`config.mk`:
```
export PLATFORM = sky130hd
export DESIGN_NAME = transform_uart_tx
export DESIGN_NICKNAME = d
export VERILOG_FILES = /design/src/rtl/transform_pkg.sv /design/src/rtl/uart_byte_tx.sv /design/src/rtl/transform_uart_tx.sv
export SDC_FILE = /design/constraint.sdc
export NUM_CORES = 1
export LEC_CHECK = 0
export CELL_PAD_IN_SITES_DETAIL_PLACEMENT = 0
export CELL_PAD_IN_SITES_GLOBAL_PLACEMENT = 1
export CORE_MARGIN = 5
export CORE_UTILIZATION = 25
export DETAILED_ROUTE_END_ITERATION = 10
export PLACE_DENSITY_LB_ADDON = 0.08
export SETUP_SLACK_MARGIN = 0.05
export SLEW_MARGIN = 20
export SYNTH_ARGS = -nofsm -noshare
export SYNTH_HDL_FRONTEND = slang
export SYNTH_HIERARCHICAL = 1
export SYNTH_SLANG_ARGS = --single-unit
```
`constraint.sdc`:
```
create_clock -name clk -period 6.7 [get_ports clk]
set_input_delay 1.34 -clock clk [delete_from_list [all_inputs] [get_ports clk]]
set_output_delay 1.34 -clock clk [all_outputs]
set_load 0.01 [all_outputs]
```
`src/rtl/transform_pkg.sv`:
```
// Shared definitions for the transform UART transmit path: EOL characters
// and the state encodings of the pair sequencer and the byte serializer.
package transform_pkg;

    localparam logic [7:0] ASCII_CR = 8'h0D;
    localparam logic [7:0] ASCII_LF = 8'h0A;

    typedef enum logic [2:0] {
        IDLE,
        LHS,
        RHS,
        CR,
        LF
    } seqState_t;

    typedef enum logic [1:0] {
        START,
        DATA,
        STOP
    } serState_t;

endpackage

```
`src/rtl/uart_byte_tx.sv`:
```
// One UART 8N1 frame per start pulse, LSB first. A start pulse landing on the
// done cycle chains the next frame with no idle bit in between.
module uart_byte_tx
    import transform_pkg::*;
#(
    parameter int CLKS_PER_BIT = 16
) (
    input  logic       clk,
    input  logic       rst,
    input  logic       i_start,
    input  logic [7:0] i_data,
    output logic       o_tx,
    output logic       o_done
);

    localparam int CNT_W = (CLKS_PER_BIT > 1) ? $clog2(CLKS_PER_BIT) : 1;
    localparam logic [CNT_W-1:0] LAST_CNT = CNT_W'(CLKS_PER_BIT - 1);

    logic             r_active;
    serState_t        r_state;
    logic [CNT_W-1:0] r_cnt;
    logic [2:0]       r_bitIdx;
    logic [7:0]       r_shift;
    logic             r_tx;

    assign o_done = r_active && (r_state == STOP) && (r_cnt == LAST_CNT);
    assign o_tx   = r_tx;

    // The line level is computed one bit ahead so tx comes straight from a flop.
    always_ff @(posedge clk or posedge rst) begin
        if (rst) begin
            r_active <= 1'b0;
            r_state  <= START;
            r_cnt    <= '0;
            r_bitIdx <= '0;
            r_shift  <= '0;
            r_tx     <= 1'b1;
        end else if (i_start) begin
            r_active <= 1'b1;
            r_state  <= START;
            r_cnt    <= '0;
            r_bitIdx <= '0;
            r_shift  <= i_data;
            r_tx     <= 1'b0;
        end else if (r_active) begin
            if (r_cnt == LAST_CNT) begin
                r_cnt <= '0;
                unique case (r_state)
                    START: begin
                        r_state  <= DATA;
                        r_bitIdx <= '0;
                        r_tx     <= r_shift[0];
                    end
                    DATA: begin
                        if (r_bitIdx == 3'd7) begin
                            r_state <= STOP;
                            r_tx    <= 1'b1;
                        end else begin
                            r_bitIdx <= r_bitIdx + 3'd1;
                            r_shift  <= {1'b0, r_shift[7:1]};
                            r_tx     <= r_shift[1];
                        end
                    end
                    STOP: begin
                        r_active <= 1'b0;
                        r_tx     <= 1'b1;
                    end
                    default: r_state <= START;
                endcase
            end else begin
                r_cnt <= r_cnt + CNT_W'(1);
            end
        end
    end

endmodule

```
`src/rtl/transform_uart_tx.sv`:
```
// Serializes each (lhs, rhs) character pair as two UART frames and, after a
// pair that ends a line, optionally appends CR LF.
module transform_uart_tx
    import transform_pkg::*;
#(
    parameter int CLKS_PER_BIT = 16,
    parameter bit EOL_ENABLE   = 1'b1
) (
    input  logic       clk,
    input  logic       rst,
    input  logic       pair_valid,
    output logic       pair_ready,
    input  logic [7:0] pair_lhs,
    input  logic [7:0] pair_rhs,
    input  logic       pair_last,
    output logic       tx,
    output logic       busy,
    output logic       line_done
);

    seqState_t  r_state;
    seqState_t  w_nextState;
    logic [7:0] r_rhs;
    logic       r_last;
    logic       r_ready;
    logic       r_busy;
    logic       r_lineDone;
    logic       w_accept;
    logic       w_start;
    logic       w_done;
    logic [7:0] w_byte;

    assign w_accept = pair_valid && r_ready;

    always_ff @(posedge clk or posedge rst) begin
        if (rst) begin
            r_state <= IDLE;
        end else begin
            r_state <= w_nextState;
        end
    end

    always_comb begin
        w_nextState = r_state;
        unique case (r_state)
            IDLE: if (w_accept) w_nextState = LHS;
            LHS:  if (w_done) w_nextState = RHS;
            RHS:  if (w_done) w_nextState = (r_last && EOL_ENABLE) ? CR : IDLE;
            CR:   if (w_done) w_nextState = LF;
            LF:   if (w_done) w_nextState = IDLE;
            default: w_nextState = IDLE;
        endcase
    end

    // lhs is fed straight from the input on the accept edge; later bytes come from the latch.
    always_comb begin
        w_start = w_accept || (w_done && (w_nextState != IDLE));
        w_byte  = 8'h00;
        unique case (w_nextState)
            LHS:     w_byte = pair_lhs;
            RHS:     w_byte = r_rhs;
            CR:      w_byte = ASCII_CR;
            LF:      w_byte = ASCII_LF;
            default: w_byte = 8'h00;
        endcase
    end

    always_ff @(posedge clk or posedge rst) begin
        if (rst) begin
            r_rhs  <= 8'h00;
            r_last <= 1'b0;
        end else if (w_accept) begin
            r_rhs  <= pair_rhs;
            r_last <= pair_last;
        end
    end

    always_ff @(posedge clk or posedge rst) begin
        if (rst) begin
            r_ready    <= 1'b1;
            r_busy     <= 1'b0;
            r_lineDone <= 1'b0;
        end else begin
            r_ready    <= (w_nextState == IDLE);
            r_busy     <= (w_nextState != IDLE);
            r_lineDone <= (r_state != IDLE) && (w_nextState == IDLE) && r_last;
        end
    end

    uart_byte_tx #(
        .CLKS_PER_BIT(CLKS_PER_BIT)
    ) u_byteTx (
        .clk    (clk),
        .rst    (rst),
        .i_start(w_start),
        .i_data (w_byte),
        .o_tx   (tx),
        .o_done (w_done)
    );

    assign pair_ready = r_ready;
    assign busy       = r_busy;
    assign line_done  = r_lineDone;

endmodule
```
==> flow_metrics.py <==
metrics = {
    "outcome": {
        "status": "finished clean",
    },
    "setup_path": {
        "worstPathMaxFanout": 36,
        "crit_chain": "clkdlybuf4s50_1 -> nand2_1 -> o21ai_2 -> buf_4 -> a41o_1 -> o21ai_0 -> a22o_1",
        "cp-startpoint": "pair_valid",
        "startpoint_type": "primary input",
        "critPathKind": "primary input to flop",
        "cp.arrival_ns": 3.46,
        "crit_path_top_delay_cell": "clkdlybuf4s50_1",
        "reg2reg_from": "u_byteTx/r_state[0]$_DFFE_PP0P_",
        "reg2regPathDepth": 10,
        "worstSetupEndpointType": "flop",
        "cp_data_required_time_ns": 6.88,
        "cpPeakStageDelay_ns": 0.49,
    },
    "synth": {
        "synthDominantAreaCellType": "dfrtp_1",
        "synth_warnings": 6,
        "syn_nets": 212,
        "seq_area_frac_synth": 0.4265,
        "synth_ff_type": "dfrtp_1",
        "yosysTopAreaCellShare": 0.4003,
        "syn_inst": 185,
        "ys_top_cells_by_area": "dfrtp_1 (40%), mux2_2 (5.1%), ha_1 (4.4%), o31ai_1 (3.8%), mux2_4 (3.0%)",
        "synth_edf_count": 0,
        "synth_area_mm2": 0.002001,
        "synthArstFlopShare": 1.000,
        "synth_seq_cells": 34,
        "synthDistinctLibCells": 54,
        "syn_avg_cell_area_um2": 10.81,
    },
    "power": {
        "leakage_nw": 0.9905,
        "p_per_area_mw_per_mm2": 155.8,
        "ir_worst_vdd_uv": 53.54,
    },
    "global_route": {
        "grt-ovfl-total": 0,
        "grt_pass1_wl_mm": 8.155,
        "grt_pass1_vias": 1611,
        "grt_antenna_before_repair": 0,
        "track_usage": 0.1044,
        "grt_max_degree": 37,
    },
    "layout": {
        "multi_input_area_mm2": 0.001049,
        "area.sequential_um2": 853.3,
        "most-common-layout-cells": "dfrtp_1 (32), clkdlybuf4s50_1 (23), nor2_1 (14)",
        "area_delta_synth_final_pct": 19.76,
        "num_antenna_cells": 0,
        "final_util": 0.3085,
        "layout-drive-gt1-share": 0.1770,
        "n_fill_cell": 835,
        "final_cell_area_mm2": 0.002396,
        "finalNetCount": 235,
        "layout_commonest_cell": "dfrtp_1",
        "finalNonFillerCells": 311,
    },
    "floorplan": {
        "die_w_um": 99.46,
        "fp-row-count": 32,
        "coreArea_mm2": 0.007767,
        "dieHeight_um": 99.46,
        "start_util": 0.2576,
        "die_area_mm2": 0.009891,
        "pin_count": 24,
    },
    "timing": {
        "slew_headroom": 0.4613,
        "max_freq_ghz": 0.3045,
        "setup_viol": 0,
        "slew_violations": 0,
        "fin_setup_tns_ns": 0,
        "rsz0062_at_grt": "no",
        "fin_crit_ns": 3.285,
        "whs_ns": 0.5195,
        "tightestPinTransition_ns": 0.8072,
        "timing.final.crit_share": 0.4902,
        "hold_violations": 0,
        "finClkSkew_ns": 0.006167,
    },
    "place": {
        "hpwl_mm": 3.451,
        "io_buffers": 23,
        "placed_cell_area_mm2": 0.002316,
        "place_congestion": 0.7167,
        "placed_cells": 303,
    },
    "detailed_routing": {
        "viasPerCell": 4.778,
        "ant_nets": 0,
        "drtIter0Drc": 61,
        "wirelength_mm": 4.642,
        "wl_per_cell_um": 14.93,
        "num_vias": 1486,
        "drc": 0,
        "dr.pass1.iters": 4,
    },
    "run": {
        "maxCapViolations": 0,
    },
    "min_path": {
        "hold_path_class": "flop to flop",
        "hold_path_depth": 1,
        "worstHoldStart": "u_byteTx/r_shift[7]$_DFFE_PP0P_",
    },
    "clock_network": {
        "cts_root_buffer": "clkbuf_8",
        "htree_num_levels": 2,
        "clockBufferDepth": 2,
        "clock-sinks": 34,
        "clk_transition_reported_paths_ns": 0.07,
        "clk-insertion-delay-late_ns": 0.29,
        "tritoncts": "built",
        "cts_buffers": 5,
        "cts_setup_buffers": 0,
        "postCtsHoldBufs": 0,
        "cts_resized": 0,
    },
}
## layer usage
metal / global-route usage / part of all wire
met1: 0.1445 / 0.48
met3: 0.02454 / 0.024
met5: 0 / 0
met2: 0.1570 / 0.47
met4: 0.04097 / 0.017
## worst paths after layout
check	endpoint	slack (ns)
worst max-delay path	u_byteTx/r_shift[7]$_DFFE_PP0P_	3.42
worst min-delay path	u_byteTx/r_shift[7]$_DFFE_PP0P_	0.52
worst max register to register	u_byteTx/r_shift[7]$_DFFE_PP0P_	3.84
worst min register to register	u_byteTx/r_shift[7]$_DFFE_PP0P_	0.52
max in group asynchronous	u_byteTx/r_shift[1]$_DFFE_PP0P_	4.66
min in group asynchronous	busy$_DFF_PP0_	1.46
## logic make-up (layout without fill, tap and decap cells)
family,Yosys count,after routing,synth area share
buf+inv,21,45,0.05128
simple gates,64,64,0.1889
xor+xnor,2,2,0.008757
compound gates,43,43,0.1951
mux,14,14,0.08568
flops,34,34,0.4265
fa+ha+maj,7,7,0.04378
## synth_stat cells, types with 2 or more instances
master and instances:
a21boi_0 3, a21oi_1 2, a22o_1 3, and3b_1 2
buf_2 4, buf_6 2, dfrtp_1 32, dfstp_2 2
ha_1 7, inv_1 11, inv_2 2, mux2_2 9
mux2_4 4, nand2_1 6, nand2b_1 9, nand3_1 4
nor2_1 14, nor2b_1 3, nor3_1 9, nor3b_1 2
nor4_1 6, o2111ai_1 5, o21ai_0 3, o22a_1 2
o31ai_1 10
## where the power goes
group	leakage, nW	switching (W)	internal (W)	total (W)
logic	0.518	0.00000740	0.0000123	0.0000197
clock network	0.0395	0.0000744	0.0000739	0.000148
registers	0.432	0	0.000205	0.000205
total	0.990	0.0000818	0.000291	0.000373
## flip-flops by register name (all words and copies together), names as in the netlist
signal and cells:
pair_ready 1, u_byteTx/r_state 2, r_state 3, u_byteTx/o_tx 1, u_byteTx/r_shift 8, u_byteTx/r_cnt 4
r_last 1, busy 1, u_byteTx/r_bitIdx 3, line_done 1, r_rhs 8, u_byteTx/r_active 1
## metrics by stage
stage,total power (W),worst slack (ns)
2_1_floorplan,0.0002156,4.026
3_3_place_gp,0.0002293,3.170
3_5_place_dp,0.0002296,3.081
4_1_cts,0.0003812,3.381
5_1_grt,0.0003902,3.224
6_report,0.0003732,3.416
## cell type report
type / count / share of cell area
clock buffer: 8 / 0.03342
multi-input combinational: 130 / 0.4376
inverter: 13 / 0.02037
sequential: 34 / 0.3561
tap: 102 / 0.05326
timing repair buffer: 24 / 0.09922
## critical path, delay by kind of cell
kind	cells	cell delay (ns)
buf+inv	2	0.86
compound gates	4	0.94
simple gates	1	0.31
No activity file was read; power rests on OpenSTA's default activity.
